[src/rtl/dm_arb_pkg.sv]
// Shared encodings and default configuration for the data-memory port arbiter.
package dm_arb_pkg;

    typedef enum logic {
        StArb  = 1'b0,
        StCool = 1'b1
    } arb_state_e;

    localparam int unsigned STARVE_MAX_DEF = 8;
    localparam int unsigned CNT_W_DEF      = 4;

endpackage

[src/rtl/dm_port_arbiter_if.sv]
// Core, external-requester and memory-side signals of the data-memory port arbiter.
interface dm_port_arbiter_if #(
    parameter int unsigned DMA_SIZE = 16,
    parameter int unsigned DMD_SIZE = 16
);
    logic                ps_dm_cslt;
    logic                ps_dm_wrb;
    logic [DMA_SIZE-1:0] dg_dm_add;
    logic [DMD_SIZE-1:0] bc_dt;
    logic                core_stall;
    logic                ext_req;
    logic                ext_wrb;
    logic [DMA_SIZE-1:0] ext_add;
    logic [DMD_SIZE-1:0] ext_wdt;
    logic                ext_gnt;
    logic                ext_rvalid;
    logic [DMD_SIZE-1:0] ext_rdt;
    logic                arb_dm_cslt;
    logic                arb_dm_wrb;
    logic [DMA_SIZE-1:0] arb_dm_add;
    logic [DMD_SIZE-1:0] arb_dm_wdt;
    logic [DMD_SIZE-1:0] dm_arb_rdt;

    modport slave (
        input  ps_dm_cslt, ps_dm_wrb, dg_dm_add, bc_dt,
        input  ext_req, ext_wrb, ext_add, ext_wdt,
        input  dm_arb_rdt,
        output core_stall, ext_gnt, ext_rvalid, ext_rdt,
        output arb_dm_cslt, arb_dm_wrb, arb_dm_add, arb_dm_wdt
    );

    modport master (
        output ps_dm_cslt, ps_dm_wrb, dg_dm_add, bc_dt,
        output ext_req, ext_wrb, ext_add, ext_wdt,
        output dm_arb_rdt,
        input  core_stall, ext_gnt, ext_rvalid, ext_rdt,
        input  arb_dm_cslt, arb_dm_wrb, arb_dm_add, arb_dm_wdt
    );

endinterface

[src/rtl/dm_arb_starve_cnt.sv]
// Saturating count of denied external-request cycles; o_hit forces the next external grant.
module dm_arb_starve_cnt #(
    parameter int unsigned STARVE_MAX = 8,
    parameter int unsigned CNT_W      = 4
) (
    input  logic clk,
    input  logic reset,
    input  logic i_inc,
    input  logic i_clr,
    output logic o_hit
);

    localparam logic [CNT_W-1:0] MaxVal = CNT_W'(STARVE_MAX);

    logic [CNT_W-1:0] r_cnt;

    always_ff @(posedge clk or negedge reset) begin
        if (!reset) begin
            r_cnt <= '0;
        end else if (i_clr) begin
            r_cnt <= '0;
        end else if (i_inc && (r_cnt != MaxVal)) begin
            r_cnt <= r_cnt + 1'b1;
        end
    end

    assign o_hit = (r_cnt == MaxVal);

endmodule

[src/rtl/dm_port_arbiter.sv]
// Shares the data-memory port between the core (priority) and one external requester.
// Optional starvation guard enabled by defining DM_ARB_STARVE_GUARD_EN.
module dm_port_arbiter
    import dm_arb_pkg::*;
#(
    parameter int unsigned DMA_SIZE   = 16,
    parameter int unsigned DMD_SIZE   = 16,
    parameter int unsigned STARVE_MAX = STARVE_MAX_DEF,
    parameter int unsigned CNT_W      = CNT_W_DEF
) (
    input  logic               clk,
    input  logic               reset,
    dm_port_arbiter_if.slave   io_bus
);

    localparam int unsigned unused_width = DMA_SIZE;

    arb_state_e          r_state;
    logic                r_rd_pend;
    logic                r_ext_rvalid;
    logic [DMD_SIZE-1:0] r_ext_rdt;
    logic                w_starve_hit;
    logic                w_ext_gnt;

    // Gated by reset so the core keeps the port while reset is held.
    assign w_ext_gnt = reset & (r_state == StArb) & io_bus.ext_req
                     & (~io_bus.ps_dm_cslt | w_starve_hit);

`ifdef DM_ARB_STARVE_GUARD_EN
    logic w_starve_inc;
    logic w_starve_clr;

    assign w_starve_inc = (r_state == StArb) & io_bus.ext_req & ~w_ext_gnt;
    assign w_starve_clr = w_ext_gnt | ~io_bus.ext_req;

    dm_arb_starve_cnt #(
        .STARVE_MAX(STARVE_MAX),
        .CNT_W     (CNT_W)
    ) u_starve_cnt (
        .clk  (clk),
        .reset(reset),
        .i_inc(w_starve_inc),
        .i_clr(w_starve_clr),
        .o_hit(w_starve_hit)
    );

    assign io_bus.core_stall = io_bus.ps_dm_cslt & w_ext_gnt;
`else
    localparam int unsigned unused_cfg = STARVE_MAX + CNT_W;

    assign w_starve_hit      = 1'b0;
    assign io_bus.core_stall = 1'b0;
`endif

    always_ff @(posedge clk or negedge reset) begin
        if (!reset) begin
            r_state      <= StArb;
            r_rd_pend    <= 1'b0;
            r_ext_rvalid <= 1'b0;
            r_ext_rdt    <= '0;
        end else begin
            unique case (r_state)
                StArb:   if (w_ext_gnt) r_state <= StCool;
                StCool:  r_state <= StArb;
                default: r_state <= StArb;
            endcase
            // Memory returns read data one cycle after the access; register it for the requester.
            r_rd_pend    <= w_ext_gnt & ~io_bus.ext_wrb;
            r_ext_rvalid <= r_rd_pend;
            if (r_rd_pend) begin
                r_ext_rdt <= io_bus.dm_arb_rdt;
            end
        end
    end

    assign io_bus.ext_gnt     = w_ext_gnt;
    assign io_bus.ext_rvalid  = r_ext_rvalid;
    assign io_bus.ext_rdt     = r_ext_rdt;
    assign io_bus.arb_dm_cslt = w_ext_gnt | io_bus.ps_dm_cslt;
    assign io_bus.arb_dm_wrb  = w_ext_gnt ? io_bus.ext_wrb : io_bus.ps_dm_wrb;
    assign io_bus.arb_dm_add  = w_ext_gnt ? io_bus.ext_add : io_bus.dg_dm_add;
    assign io_bus.arb_dm_wdt  = w_ext_gnt ? io_bus.ext_wdt : io_bus.bc_dt;

endmodule
[src/flat_wrapper.sv]
// flat-port wrapper written by rule: the top's interface ports become plain ports
module dm_port_arbiter_flat import dm_arb_pkg::*;
#(
    parameter int unsigned DMA_SIZE   = 16,
    parameter int unsigned DMD_SIZE   = 16,
    parameter int unsigned STARVE_MAX = STARVE_MAX_DEF,
    parameter int unsigned CNT_W      = CNT_W_DEF
)
  (clk, reset, io_bus_ps_dm_cslt, io_bus_ps_dm_wrb, io_bus_dg_dm_add, io_bus_bc_dt, io_bus_ext_req, io_bus_ext_wrb, io_bus_ext_add, io_bus_ext_wdt, io_bus_dm_arb_rdt, io_bus_core_stall, io_bus_ext_gnt, io_bus_ext_rvalid, io_bus_ext_rdt, io_bus_arb_dm_cslt, io_bus_arb_dm_wrb, io_bus_arb_dm_add, io_bus_arb_dm_wdt);
  dm_port_arbiter_if #(.DMA_SIZE(DMA_SIZE), .DMD_SIZE(DMD_SIZE)) io_bus_i ();
  input  logic clk;
  input  logic reset;
  input wire logic [$bits(io_bus_i.ps_dm_cslt)-1:0] io_bus_ps_dm_cslt;
  input wire logic [$bits(io_bus_i.ps_dm_wrb)-1:0] io_bus_ps_dm_wrb;
  input wire logic [$bits(io_bus_i.dg_dm_add)-1:0] io_bus_dg_dm_add;
  input wire logic [$bits(io_bus_i.bc_dt)-1:0] io_bus_bc_dt;
  input wire logic [$bits(io_bus_i.ext_req)-1:0] io_bus_ext_req;
  input wire logic [$bits(io_bus_i.ext_wrb)-1:0] io_bus_ext_wrb;
  input wire logic [$bits(io_bus_i.ext_add)-1:0] io_bus_ext_add;
  input wire logic [$bits(io_bus_i.ext_wdt)-1:0] io_bus_ext_wdt;
  input wire logic [$bits(io_bus_i.dm_arb_rdt)-1:0] io_bus_dm_arb_rdt;
  output wire logic [$bits(io_bus_i.core_stall)-1:0] io_bus_core_stall;
  output wire logic [$bits(io_bus_i.ext_gnt)-1:0] io_bus_ext_gnt;
  output wire logic [$bits(io_bus_i.ext_rvalid)-1:0] io_bus_ext_rvalid;
  output wire logic [$bits(io_bus_i.ext_rdt)-1:0] io_bus_ext_rdt;
  output wire logic [$bits(io_bus_i.arb_dm_cslt)-1:0] io_bus_arb_dm_cslt;
  output wire logic [$bits(io_bus_i.arb_dm_wrb)-1:0] io_bus_arb_dm_wrb;
  output wire logic [$bits(io_bus_i.arb_dm_add)-1:0] io_bus_arb_dm_add;
  output wire logic [$bits(io_bus_i.arb_dm_wdt)-1:0] io_bus_arb_dm_wdt;
  assign io_bus_i.ps_dm_cslt = io_bus_ps_dm_cslt;
  assign io_bus_i.ps_dm_wrb = io_bus_ps_dm_wrb;
  assign io_bus_i.dg_dm_add = io_bus_dg_dm_add;
  assign io_bus_i.bc_dt = io_bus_bc_dt;
  assign io_bus_i.ext_req = io_bus_ext_req;
  assign io_bus_i.ext_wrb = io_bus_ext_wrb;
  assign io_bus_i.ext_add = io_bus_ext_add;
  assign io_bus_i.ext_wdt = io_bus_ext_wdt;
  assign io_bus_i.dm_arb_rdt = io_bus_dm_arb_rdt;
  assign io_bus_core_stall = io_bus_i.core_stall;
  assign io_bus_ext_gnt = io_bus_i.ext_gnt;
  assign io_bus_ext_rvalid = io_bus_i.ext_rvalid;
  assign io_bus_ext_rdt = io_bus_i.ext_rdt;
  assign io_bus_arb_dm_cslt = io_bus_i.arb_dm_cslt;
  assign io_bus_arb_dm_wrb = io_bus_i.arb_dm_wrb;
  assign io_bus_arb_dm_add = io_bus_i.arb_dm_add;
  assign io_bus_arb_dm_wdt = io_bus_i.arb_dm_wdt;
  dm_port_arbiter #(.DMA_SIZE(DMA_SIZE), .DMD_SIZE(DMD_SIZE), .STARVE_MAX(STARVE_MAX), .CNT_W(CNT_W)) u_core (.clk(clk), .reset(reset), .io_bus(io_bus_i));
endmodule
[config.mk]
export PLATFORM = sky130hd
export DESIGN_NAME = dm_port_arbiter_flat
export DESIGN_NICKNAME = d
export VERILOG_FILES = /design/src/rtl/dm_arb_pkg.sv /design/src/rtl/dm_port_arbiter_if.sv /design/src/rtl/dm_arb_starve_cnt.sv /design/src/rtl/dm_port_arbiter.sv /design/src/flat_wrapper.sv
export SDC_FILE = /design/constraint.sdc
export NUM_CORES = 1
export LEC_CHECK = 0
export BUFFER_PORTS_ARGS = -buffer_cell sky130_fd_sc_hd__buf_2
export CAP_MARGIN = 20
export CORE_MARGIN = 4
export CORE_UTILIZATION = 38
export CTS_BUF_LIST = sky130_fd_sc_hd__clkbuf_2
export DETAILED_ROUTE_END_ITERATION = 8
export PLACE_DENSITY = 0.88
export SLEW_MARGIN = 20
export SYNTH_ARGS = -nofsm -noshare
export SYNTH_HDL_FRONTEND = slang
export SYNTH_HIERARCHICAL = 1
export SYNTH_SLANG_ARGS = --single-unit
[constraint.sdc]
create_clock -name clk -period 3.45 [get_ports clk]
set_clock_uncertainty 0.15 [all_clocks]
set_input_delay 0.1725 -clock clk [delete_from_list [all_inputs] [get_ports clk]]
set_output_delay 0.1725 -clock clk [all_outputs]
set_load 0.03 [all_outputs]
Word-level counts from Yosys, hierarchy flattened
Cells that the tools add are included.
{"block": "word_totals", "regBits": 19, "input_bits": 86}
{"block": "classes", "n_mux": 5, "bitwise": 8}
{"operator": "2-to-1 mux 16 bit", "count": 2}
{"operator": "bitwise AND 1 bit", "count": 4}
{"operator": "NOT 1 bit", "count": 3}
{"operator": "2-to-1 mux 1 bit", "count": 2}
{"operator": "one-hot mux 1 bit (2 select lines)", "count": 1}
{"operator": "bitwise OR 1 bit", "count": 1}

Depth between registers and ports, before layout
Gate-level depths: netlist (run 1).
{"block": "logic_depth", "word_depth": 6, "ltp_mapped": 4, "depth_no_buf": 2}

Worst setup path before layout (run 1)
OpenSTA, ideal clock, no wires.
{"block": "synth_timing", "path_type": "register -> output", "start": "reg u_core.r_state", "end": "out io_bus_arb_dm_wdt[10]", "required_ps": 3127, "path_buffers": 2, "path_slack_ps": 1841, "t_arrival_ps": 1287, "stages_incl_launch_ff": 5, "path_cell_list": "dfrtp_1 and4bb_1 buf_6 buf_12 mux2_4"}
{"block": "synth_via", "elab_chain_len": 5}
{"item": "from (decl)", "line": "dm_port_arbiter.sv:18", "text": "arb_state_e r_state;"}
{"item": "from (signal assigned)", "line": "dm_port_arbiter.sv:57", "text": "r_state <= StArb;"}
{"item": "from (signal assigned)", "line": "dm_port_arbiter.sv:63", "text": "StArb: if (w_ext_gnt) r_state <= StCool;"}
{"item": "from (signal assigned)", "line": "dm_port_arbiter.sv:64", "text": "StCool: r_state <= StArb;"}
{"item": "NOT 1 bit"}
{"item": "bitwise AND 1 bit (2 in a row)", "line": "dm_port_arbiter.sv:26", "text": "assign w_ext_gnt = reset & (r_state == StArb) & io_bus.ext_req"}
{"item": "bitwise AND 1 bit", "line": "dm_port_arbiter.sv:27", "text": "& (~io_bus.ps_dm_cslt | w_starve_hit);"}
{"item": "via io_bus_ext_gnt", "line": "flat_wrapper.sv:23", "text": "output wire logic [$bits(io_bus_i.ext_gnt)-1:0] io_bus_ext_gnt;"}
{"item": "2-to-1 mux 16 bit", "line": "dm_port_arbiter.sv:82", "text": "assign io_bus.arb_dm_wdt = w_ext_gnt ? io_bus.ext_wdt : io_bus.bc_dt;"}
{"item": "to (decl)", "line": "flat_wrapper.sv:29", "text": "output wire logic [$bits(io_bus_i.arb_dm_wdt)-1:0] io_bus_arb_dm_wdt;"}
The timed path passes the listed nets, and every way through them passes these cells.

Worst setup path after layout (run 1)
{"block": "layout_timing", "start": "in reset", "end": "out io_bus_arb_dm_add[10]"}
{"block": "layout_via", "elab_chain_len": 4}
{"item": "from (decl)", "line": "flat_wrapper.sv:12", "text": "input logic reset;"}
{"item": "bitwise AND 1 bit (2 in a row)", "line": "dm_port_arbiter.sv:26"}
{"item": "bitwise AND 1 bit", "line": "dm_port_arbiter.sv:27"}
{"item": "2-to-1 mux 16 bit", "line": "dm_port_arbiter.sv:81", "text": "assign io_bus.arb_dm_add = w_ext_gnt ? io_bus.ext_add : io_bus.dg_dm_add;"}
{"item": "to (decl)", "line": "flat_wrapper.sv:28", "text": "output wire logic [$bits(io_bus_i.arb_dm_add)-1:0] io_bus_arb_dm_add;"}
Every way passes these cells.

==> results by group, run 1 <==
Outcome
  – Status: finished clean

Place
  – Pre-CTS WS: 1.18 ns
  – PortBufs: 137
  – Dpl cells: between 200 and 300
  – Hpwl dp: 3630 um
  – Placed instance area: 1940 sq um
  – Gpl congestion: 0.679

Yosys
  – Post-synthesis average cell area: 15.7 sq um
  – Most frequent cells after synthesis: mux2_4 (29), mux2_2 (20), dfrtp_1 (19)
  – Primary FF master, synth: dfrtp_1
  – Mapped Cells: approximately 80
  – Sequential fraction of the synthesis area: 37.4%
  – Syn. warnings: 6
  – Cell area after synthesis: 1270 sq um
  – Area share of the largest cell type after synthesis: 37.4%
  – Netlist cell types: 13
  – Count leader, synth: mux2_4
  – Register bit total from synthesis: 19
  – Largest area contributor in the netlist: dfrtp_1
  – Ys async rst share: 100%
  – Post-synth EDFFs: 0
  – Syn nets: approximately 170
  – Dominant cells by area after synthesis: dfrtp_1 (37%), mux2_4 (34%), mux2_2 (18%), buf_12 (4.7%), and4bb_1 (0.98%)

Critical path
  – Required @ worst endpoint: 3.13 ns
  – Crit end category: primary output
  – Worst Reg-to-Reg Cells: 3
  – Worst-path maximum fanout: 18
  – Arrival time worst endpoint: 2.31 ns
  – R2r setup slk: about 2.0 ns
  – Crit Reg-Reg Endpoint: u_core/r_rd_pend
  – R2R Path Start: u_core/r_state
  – Path type of the worst setup path: in -> out
  – Worst setup SP type: primary input

Clock network
  – CTS clock-pin slew for the worst setup and hold paths: 0.17 ns
  – CTS Buf Count: 3
  – Post-CTS resize count: 0
  – CTS max path bufs: 2
  – TritonCTS clock tree: built
  – # clock sinks: 19
  – H-tree depth: 1
  – Post-CTS Hold Buffers: 19
  – Root Driver: clkbuf_2
  – Skew-Pair Late Insertion Delay: 0.29 ns
  – Setup bufs post-CTS: 0

Routing
  – Drt pass-1 iters: 3
  – Per-cell routed wire length: around 16 um
  – Number of remaining DRC errors: 0
  – DR iter-0 viols: 25
  – Detail-routed via count per cell: roughly 4.5
  – Via count: 1,268
  – Routed Wire Length: 4450 um
  – Antenna Nets Post-Route: 0

STA
  – F_max: around 380 MHz
  – Min Tclk post-route: 2.63 ns
  – Final setup TNS: 0 ns
  – Slew at the pin closest to its max-slew limit: 0.675 ns
  – Fin. Hold Viols: 0
  – Slew Limit Fails: 0
  – WHS: 0.0688 ns
  – RSZ-0062 raised after global routing: false
  – Setup violations, final: 0
  – Slew headroom: 55.0%
  – Period utilization: 76.2%
  – Crit path setup slack, layout: 0.820 ns

Power and ir drop
  – Total power: 789 uW
  – Logic pwr share: slightly above 50%
  – Seq pwr share: a little under two fifths
  – Cell Pwr Density: 367 nW/um^2
  – Static leakage: approximately 1.2 nW
  – Net Switching: ~330 uW
  – Switching share of power: 41.2%
  – Pint: 464 uW
  – Max VDD drop: 0.289 mV
  – Clk pwr share: between 10% and 20%

Die
  – I/O Pins: around 140
  – Die Y: ~66 um
  – Initial core utilization: 40.7%
  – Overall die width: between 60 and 70 um
  – Core Area: 3130 sq um
  – Die ar.: ~4300 sq um
  – # rows: 20

Global route
  – Largest net degree at the start of global routing: 22
  – GRT met3 Usage: 5.61%
  – GRT met1 Usage: a little under a fifth
  – Initial antenna violation count: 0
  – First-pass GRT wire length: 6400 um
  – Grt peak-use layer: met2
  – Vias in the first global route: 1,359
  – Met2 Use GR: a little under two fifths
  – GR Overflow Total: 0
  – GRT Total Usage: 19.2%

Final layout
  – P&R area growth vs syn: 68.9%
  – Finished Layout Cells: 280
  – Number of diodes: 0
  – Finished Core Util: slightly below 70%
  – Layout Cell Area excl Fill: 2150 sq um
  – Layout Nets: 323
  – Share of layout cells above drive strength 1: approximately 80%

Worst hold path
  – Hold path cells: 2
  – WHS Endpoint: u_core/r_state
  – Hold WC Path Type: in -> reg
  – Min-delay src: io_bus_ps_dm_cslt

Job
  – Max-Cap Viols: 0
## sequential cells by signal, summed over array words and instances, names as in the netlist
signal	cells
u_core/io_bus.ext_rdt	16
u_core/io_bus.ext_rvalid	1
u_core/r_rd_pend	1
u_core/r_state	1
## cell families after synthesis
family                 after synthesis  share of synthesized area, %
multiplexers                        49                          51.9
flip-flops                          19                          37.4
buffers and inverters                7                          6.98
AND/OR/NAND/NOR                      5                          3.44
other                                1                         0.295
## placed cells by master, fill, tap and decap left out
cell type	instances
dfrtp_1	19
nor3_1	1
nand3b_1	1
and4bb_2	2
buf_2	137
dlygate4sd3_1	19
clkinv_2	1
mux2_4	29
nand2b_1	1
conb_1	1
mux2_2	20
buf_4	2
clkbuf_2	3
## power by group through the flow
stage	sequential, mW	clock (mW)	combinational, mW
2_1_floorplan	0.383	0	0.167
3_3_place_gp	0.293	0	0.381
3_5_place_dp	0.295	0	0.388
4_1_cts	0.291	0.0963	0.404
5_1_grt	0.297	0.109	0.425
6_report	0.291	0.0945	0.404
## worst max-delay path: stages
cell and delay, ns:
dlygate4sd3_1 0.52, buf_2 0.11, and4bb_2 0.57, buf_4 0.41, mux2_4 0.33, buf_2 0.18
## worst max-delay path by stage
stage | depth (start not counted) | end | slack (ns) | start
floorplan | 4 | io_bus_arb_dm_wdt[10] | 1.84 | u_core/r_state
global placement | 4 | io_bus_arb_dm_add[3] | 1.23 | u_core/r_state
detailed placement | 4 | io_bus_arb_dm_add[10] | 1.18 | u_core/r_state
CTS | 6 | io_bus_arb_dm_add[10] | 0.81 | reset
global route | 4 | io_bus_arb_dm_add[10] | 0.69 | u_core/r_state
finish | 6 | io_bus_arb_dm_add[10] | 0.82 | reset
## routing by layer
layer | up-vias | wire length, um | share of wire [%]
met2 | 81 | 2410 | 54
met1 | 577 | 1450 | 32
met3 | 10 | 511 | 11
met4 | 0 | 83 | 1.9
met5 | - | 0 | 0
li1 | 600 | - | -
## final cells by class
class	instances	area, sq um
Multi-Input combinational cell	55	708
Sequential cell	19	475
Fill cell	245	978
Clock buffer	3	15.0
Tap cell	44	55.1
Clock inverter	1	5.00
Timing Repair Buffer	158	891
Power figures use the tool's default switching activity.
==> run 2: changes to the inputs <==
- CORE_UTILIZATION: 38 -> 35
- PLACE_DENSITY: 0.88 -> 0.82
- clock period: 3.45 -> 2.7 ns (I/O delays scaled with it)
==> run 2 against run 1 <==
Critical path depth unchanged. Final cell count is 1.1% higher. Die area increased by 7.5%. Clock power grew 28%. Register-to-register slack lost 0.75 ns. First-iteration DRC count rose by 8.0%. Flip-flop and latch count stayed put. Sequential share of layout area down 0.25 points. Routed wire length fell by 0.99%. Largest cell class unchanged. Worst hold slack got worse by 0.042 ns.
==> results by group, run 2 (synthesized netlist as in run 1, its figures left out) <==
Clock network
  – CTS Buf Count: 3 (unchanged)
  – Root Driver: clkbuf_2
  – H-tree depth: 1 (unchanged)
  – TritonCTS clock tree: built
  – Post-CTS resize count: 0 (unchanged)
  – Setup bufs post-CTS: 0 (unchanged)
  – CTS clock-pin slew for the worst setup and hold paths: 0.17 ns (about the same)
  – # clock sinks: 19 (unchanged)
  – Skew-Pair Late Insertion Delay: 0.29 ns (about the same)
  – CTS max path bufs: 2 (unchanged)
  – Post-CTS Hold Buffers: 19 (unchanged)

STA
  – Slew Limit Fails: 0 (unchanged)
  – F_max: 471 MHz
  – Fin. Hold Viols: 0 (unchanged)
  – RSZ-0062 raised after global routing: false
  – Slew headroom: 53.2% (-1.9 points)
  – Min Tclk post-route: 2.12 ns
  – Setup violations, final: 0 (unchanged)
  – WHS: 0.0266 ns (-0.0422 ns)
  – Slew at the pin closest to its max-slew limit: 0.703 ns (+0.0281 ns)
  – Period utilization: 78.7%
  – Final setup TNS: 0 ns (unchanged)

Critical path
  – Worst-path maximum fanout: 34 (+16)
  – Path type of the worst setup path: in -> out
  – Crit end category: primary output
  – Required @ worst endpoint: 2.41 ns (-0.72 ns)
  – Arrival time worst endpoint: 1.84 ns (-0.47 ns)
  – Worst setup SP type: primary input

Final layout
  – Number of diodes: 0 (unchanged)
  – P&R area growth vs syn: 70.9%
  – Layout Cell Area excl Fill: 2170 sq um (+1.2%)
  – Most frequent cells in the layout: buf_2 (137), mux2_4 (29), dlygate4sd3_1 (20), mux2_2 (20), dfrtp_1 (19)
  – Commonest non-fill, non-tap cell in the layout: buf_2
  – Share of layout cells above drive strength 1: 81.9% (-0.35 points)
  – Layout Nets: 324 (+0.31%)
  – Max reg flops: 16 (unchanged)
  – Fillcell total: 278 (+13%)

Routing
  – Per-cell routed wire length: 15.6 um (-2.0%)
  – Antenna Nets Post-Route: 0 (unchanged)
  – Number of remaining DRC errors: 0 (unchanged)
  – Via count: 1,252 (-1.3%)
  – DR iter-0 viols: 27 (+8.0%)
  – Drt pass-1 iters: 3 (unchanged)
  – Detail-routed via count per cell: 4.42 (-2.3%)
  – Routed Wire Length: 4410 um (-0.99%)

Power and ir drop
  – Static leakage: 1.19 nW (+0.63%)
  – Cell Pwr Density: 464 nW/um^2 (+26%)
  – Max VDD drop: 0.355 mV (+23%)
  – Total power: 1.01 mW (+28%)

Die
  – Overall die width: 68.3 um (+3.7%)
  – Core Area: 3420 sq um (+9.2%)
  – Initial core utilization: 37.3% (-3.4 points)
  – Die ar.: 4660 sq um (+7.5%)
  – Die Y: 68.3 um (+3.7%)
  – I/O Pins: 139 (unchanged)
  – # rows: 21 (+5.0%)

Global route
  – GRT Total Usage: 17.6% (-1.7 points)
  – Vias in the first global route: 1,306 (-3.9%)
  – Largest net degree at the start of global routing: 35 (+59%)
  – First-pass GRT wire length: 6040 um (-5.5%)
  – Initial antenna violation count: 0 (unchanged)
  – GR Overflow Total: 0 (unchanged)

Worst hold path
  – Hold WC Path Type: in -> reg

Place
  – Gpl congestion: 0.628 (-7.4%)
  – Hpwl dp: 3540 um (-2.6%)
  – Placed instance area: 1950 sq um (+0.77%)
  – PortBufs: 137 (unchanged)

Job
  – Max-Cap Viols: 0 (unchanged)

Outcome
  – Status: finished clean
run 2: changes by cell type in the layout (fill, tap and decap cells not counted), sizes merged:
cell	change
clkbuf	+1
clkinv	-1
dlygate4sd3	+1
run 2: per-layer routing:
metal	up-vias	share of wire (%)	track usage, %
met3	4	11	5.09
met4	0	0.82	4.47
met2	73	57	35.4
met5	-	0	0
li1	603	-	-
met1	572	31	17.0
run 2: layout make-up:
cell class                      count  area (sq um)  area share (%)
Multi-Input combinational cell     55           708            32.6
Timing Repair Buffer              159           913            42.0
Sequential cell                    19           475            21.9
Clock buffer                        4          20.0           0.921
Tap cell                           46          57.6            2.65
run 2: final timing paths:
kind | start | endpoint | slack [ns] | depth (start not counted)
max | io_bus_ext_req | io_bus_arb_dm_add[15] | 0.58 | 6
min | io_bus_ps_dm_cslt | u_core/r_state | 0.03 | 2
max reg2reg | u_core/r_rd_pend | u_core/io_bus.ext_rdt[2] | 1.21 | 1
min reg2reg | u_core/io_bus.ext_rdt[3] | u_core/io_bus.ext_rdt[3] | 0.38 | 1
max in group asynchronous | reset | u_core/io_bus.ext_rdt[5] | 2.01 | 3
min in group asynchronous | reset | u_core/io_bus.ext_rvalid | 0.19 | 3
run 2: worst max-delay path: stages:
cell,delay (ns)
dlygate4sd3_1,0.53
buf_2,0.12
and4bb_2,0.26
buf_12,0.25
mux2_2,0.37
buf_2,0.18
run 2: where the power goes:
| part | switching, mW | internal (mW) | total, mW |
|---|---|---|---|
| logic | 0.296 | 0.220 | 0.517 |
| registers | 0.0294 | 0.341 | 0.371 |
| clock network | 0.0819 | 0.0393 | 0.121 |
run 2: stage by stage:
stage	setup slack, ns	std cells	util [%]
2_1_floorplan	1.13	81	-
3_3_place_gp	0.954	259	57.2
3_5_place_dp	0.941	259	57.2
4_1_cts	0.561	282	63.4
5_1_grt	0.486	283	63.7
6_report	0.576	283	63.7
==> run 3: changes to the inputs <==
- clock period: 2.7 -> 2.02 ns (I/O delays scaled with it)
==> run 3 against run 2 <==
Clock-buffer cell count unchanged. Routed wire length is 2.5% higher. Critical path depth fell by 2. Largest power group unchanged. Final area grew 7.2%. Utilization up 4.6 points. Critical endpoint is now io_bus_arb_dm_wrb. Flip-flop and latch count unchanged.
==> results by group, run 3 (synthesized netlist as in run 1, its figures left out) <==
Clock network
  – TritonCTS clock tree: built
  – Root Driver: clkbuf_2
  – # clock sinks: 19 (unchanged)
  – H-tree depth: 1 (unchanged)
  – CTS max path bufs: 2 (unchanged)
  – Skew-Pair Late Insertion Delay: 0.29 ns (about the same)
  – CTS Buf Count: 3 (unchanged)
  – CTS clock-pin slew for the worst setup and hold paths: 0.18 ns (about the same)

STA
  – Period utilization: 99.4%
  – WHS: 0.140 ns (+0.113 ns)
  – Min Tclk post-route: 2.01 ns
  – Fin. Hold Viols: 0 (unchanged)
  – Setup violations, final: 0 (unchanged)
  – F_max: 498 MHz
  – RSZ-0062 raised after global routing: true
  – Slew Limit Fails: 0 (unchanged)

Critical path
  – R2R Path Start: u_core/r_state
  – Required @ worst endpoint: 1.77 ns (-0.64 ns)
  – Path type of the worst setup path: reg -> out
  – Worst-path maximum fanout: 5 (-85%)
  – Worst Reg-to-Reg Cells: 3 (+2)
  – Crit Reg-Reg Endpoint: u_core/r_rd_pend
  – Slowest library cell on the worst path: dfrtp_1
  – Worst path bufs/invs: 2 (-2)
  – Worst path cell trace: and4bb_4, buf_4, mux2_2, buf_4
  – CP top delay family: flip-flops
  – R2r setup slk: 0.53 ns (-0.68 ns)
  – Arrival time worst endpoint: 1.76 ns (-0.08 ns)
  – Worst setup SP type: flip-flop
  – Crit-path most repeated cell: buf_4
  – CP peak stage delay: 0.42 ns (-0.11 ns)
  – Crit end category: primary output

Final layout
  – Layout Cell Area excl Fill: 2330 sq um (+7.2%)
  – Commonest non-fill, non-tap cell in the layout: buf_2
  – Finished Layout Cells: 288 (+1.8%)
  – Most frequent cells in the layout: buf_2 (118), mux2_4 (29), dlygate4sd3_1 (20), mux2_2 (20), dfrtp_1 (19)
  – Max reg flops: 16 (unchanged)
  – Layout Nets: 329 (+1.5%)
  – Share of layout cells above drive strength 1: 82.2% (+0.37 points)
  – Number of diodes: 0 (unchanged)
  – Fillcell total: 257 (-7.6%)
  – P&R area growth vs syn: 83.2%

Power and ir drop
  – Total power: 1.40 mW (+39%)
  – Static leakage: 1.26 nW (+5.7%)
  – Max VDD drop: 0.400 mV (+13%)
  – Cell Pwr Density: 601 nW/um^2 (+30%)

Die
  – # rows: 21 (unchanged)
  – Overall die width: 68.3 um (unchanged)
  – Die ar.: 4660 sq um (unchanged)
  – Core Area: 3420 sq um (unchanged)
  – I/O Pins: 139 (unchanged)
  – Initial core utilization: 37.3% (unchanged)
  – Die Y: 68.3 um (unchanged)

Routing
  – Routed Wire Length: 4520 um (+2.5%)
  – Via count: 1,286 (+2.7%)
  – Number of remaining DRC errors: 0 (unchanged)
  – DR iter-0 viols: 11 (-59%)
  – Detail-routed via count per cell: 4.47 (+0.93%)
  – Per-cell routed wire length: 15.7 um (+0.67%)
  – Drt pass-1 iters: 4 (+1)
  – Antenna Nets Post-Route: 0 (unchanged)

Global route
  – Largest net degree at the start of global routing: 22 (-37%)
  – First-pass GRT wire length: 6180 um (+2.2%)
  – Initial antenna violation count: 0 (unchanged)
  – GRT Total Usage: 17.6% (+0.040 points)
  – GR Overflow Total: 0 (unchanged)
  – Vias in the first global route: 1,300 (-0.46%)

Place
  – PortBufs: 137 (unchanged)
  – Placed instance area: 1980 sq um (+1.5%)
  – Hpwl dp: 3560 um (+0.52%)
  – Dpl cells: 263 (+1.5%)
  – Gpl congestion: 0.612 (-2.5%)

Job
  – Max-Cap Viols: 0 (unchanged)

Worst hold path
  – Hold WC Path Type: in -> async

Outcome
  – Status: finished clean
## run 3: report_power, final
group	internal [mW]	switching, mW	total [mW]
sequential	0.456	0.0367	0.493
clock	0.0525	0.116	0.169
combinational	0.331	0.410	0.740
total	0.839	0.562	1.40
## run 3: worst max path at each step
| stage | from | end | slack [ns] | cells past startpoint |
|---|---|---|---|---|
| CTS | u_core/r_state | io_bus_arb_dm_add[9] | -0.004 | 4 |
| global placement | u_core/r_state | io_bus_arb_dm_add[4] | 0.28 | 4 |
| finish | u_core/r_state | io_bus_arb_dm_wrb | 0.01 | 4 |
| global route | u_core/r_state | io_bus_arb_dm_wrb | -0.10 | 4 |
| detailed placement | u_core/r_state | io_bus_arb_dm_wrb | 0.24 | 4 |
| floorplan | u_core/r_state | io_bus_arb_dm_wdt[10] | 0.48 | 4 |
## run 3: through the flow
stage | util (%) | TNS, ns | worst slack [ns]
3_5_place_dp | 58.1 | 0 | 0.238
6_report | 68.2 | 0 | 0.0129
3_3_place_gp | 58.1 | 0 | 0.282
4_1_cts | 66.5 | -0.00626 | -0.00410
5_1_grt | 68.2 | -2.56 | -0.103
2_1_floorplan | - | 0 | 0.482
## run 3: area by class of cell
cell class	instances	area (sq um)	area share (%)
clock buffer	4	20.0	0.859
multi-input combinational	55	712	30.5
sequential	19	475	20.4
tap	46	57.6	2.47
timing repair buffer	164	1070	45.7
## run 3: worst register-to-register path: cells and delay by family, from the launching register on
family,cells,cell delay (ns)
buf+inv,1,0.56
flops,1,0.42
simple gates,2,0.31
## run 3: timing repair
item	in CTS	in global routing
resized for setup	22	16
setup endpoints to repair	30	33
hold buffers	20	0
buffers inserted	1	0
pin swaps	1	0
endpoints found under the hold margin	37	0
## run 3: metal layers
| layer | share of wire, % | GRT usage, % | vias up |
|---|---|---|---|
| li1 | - | - | 614 |
| met1 | 34 | 19.1 | 603 |
| met2 | 56 | 35.0 | 69 |
| met3 | 10 | 3.94 | 0 |
| met4 | 0 | 2.23 | 0 |
| met5 | 0 | 0 | - |
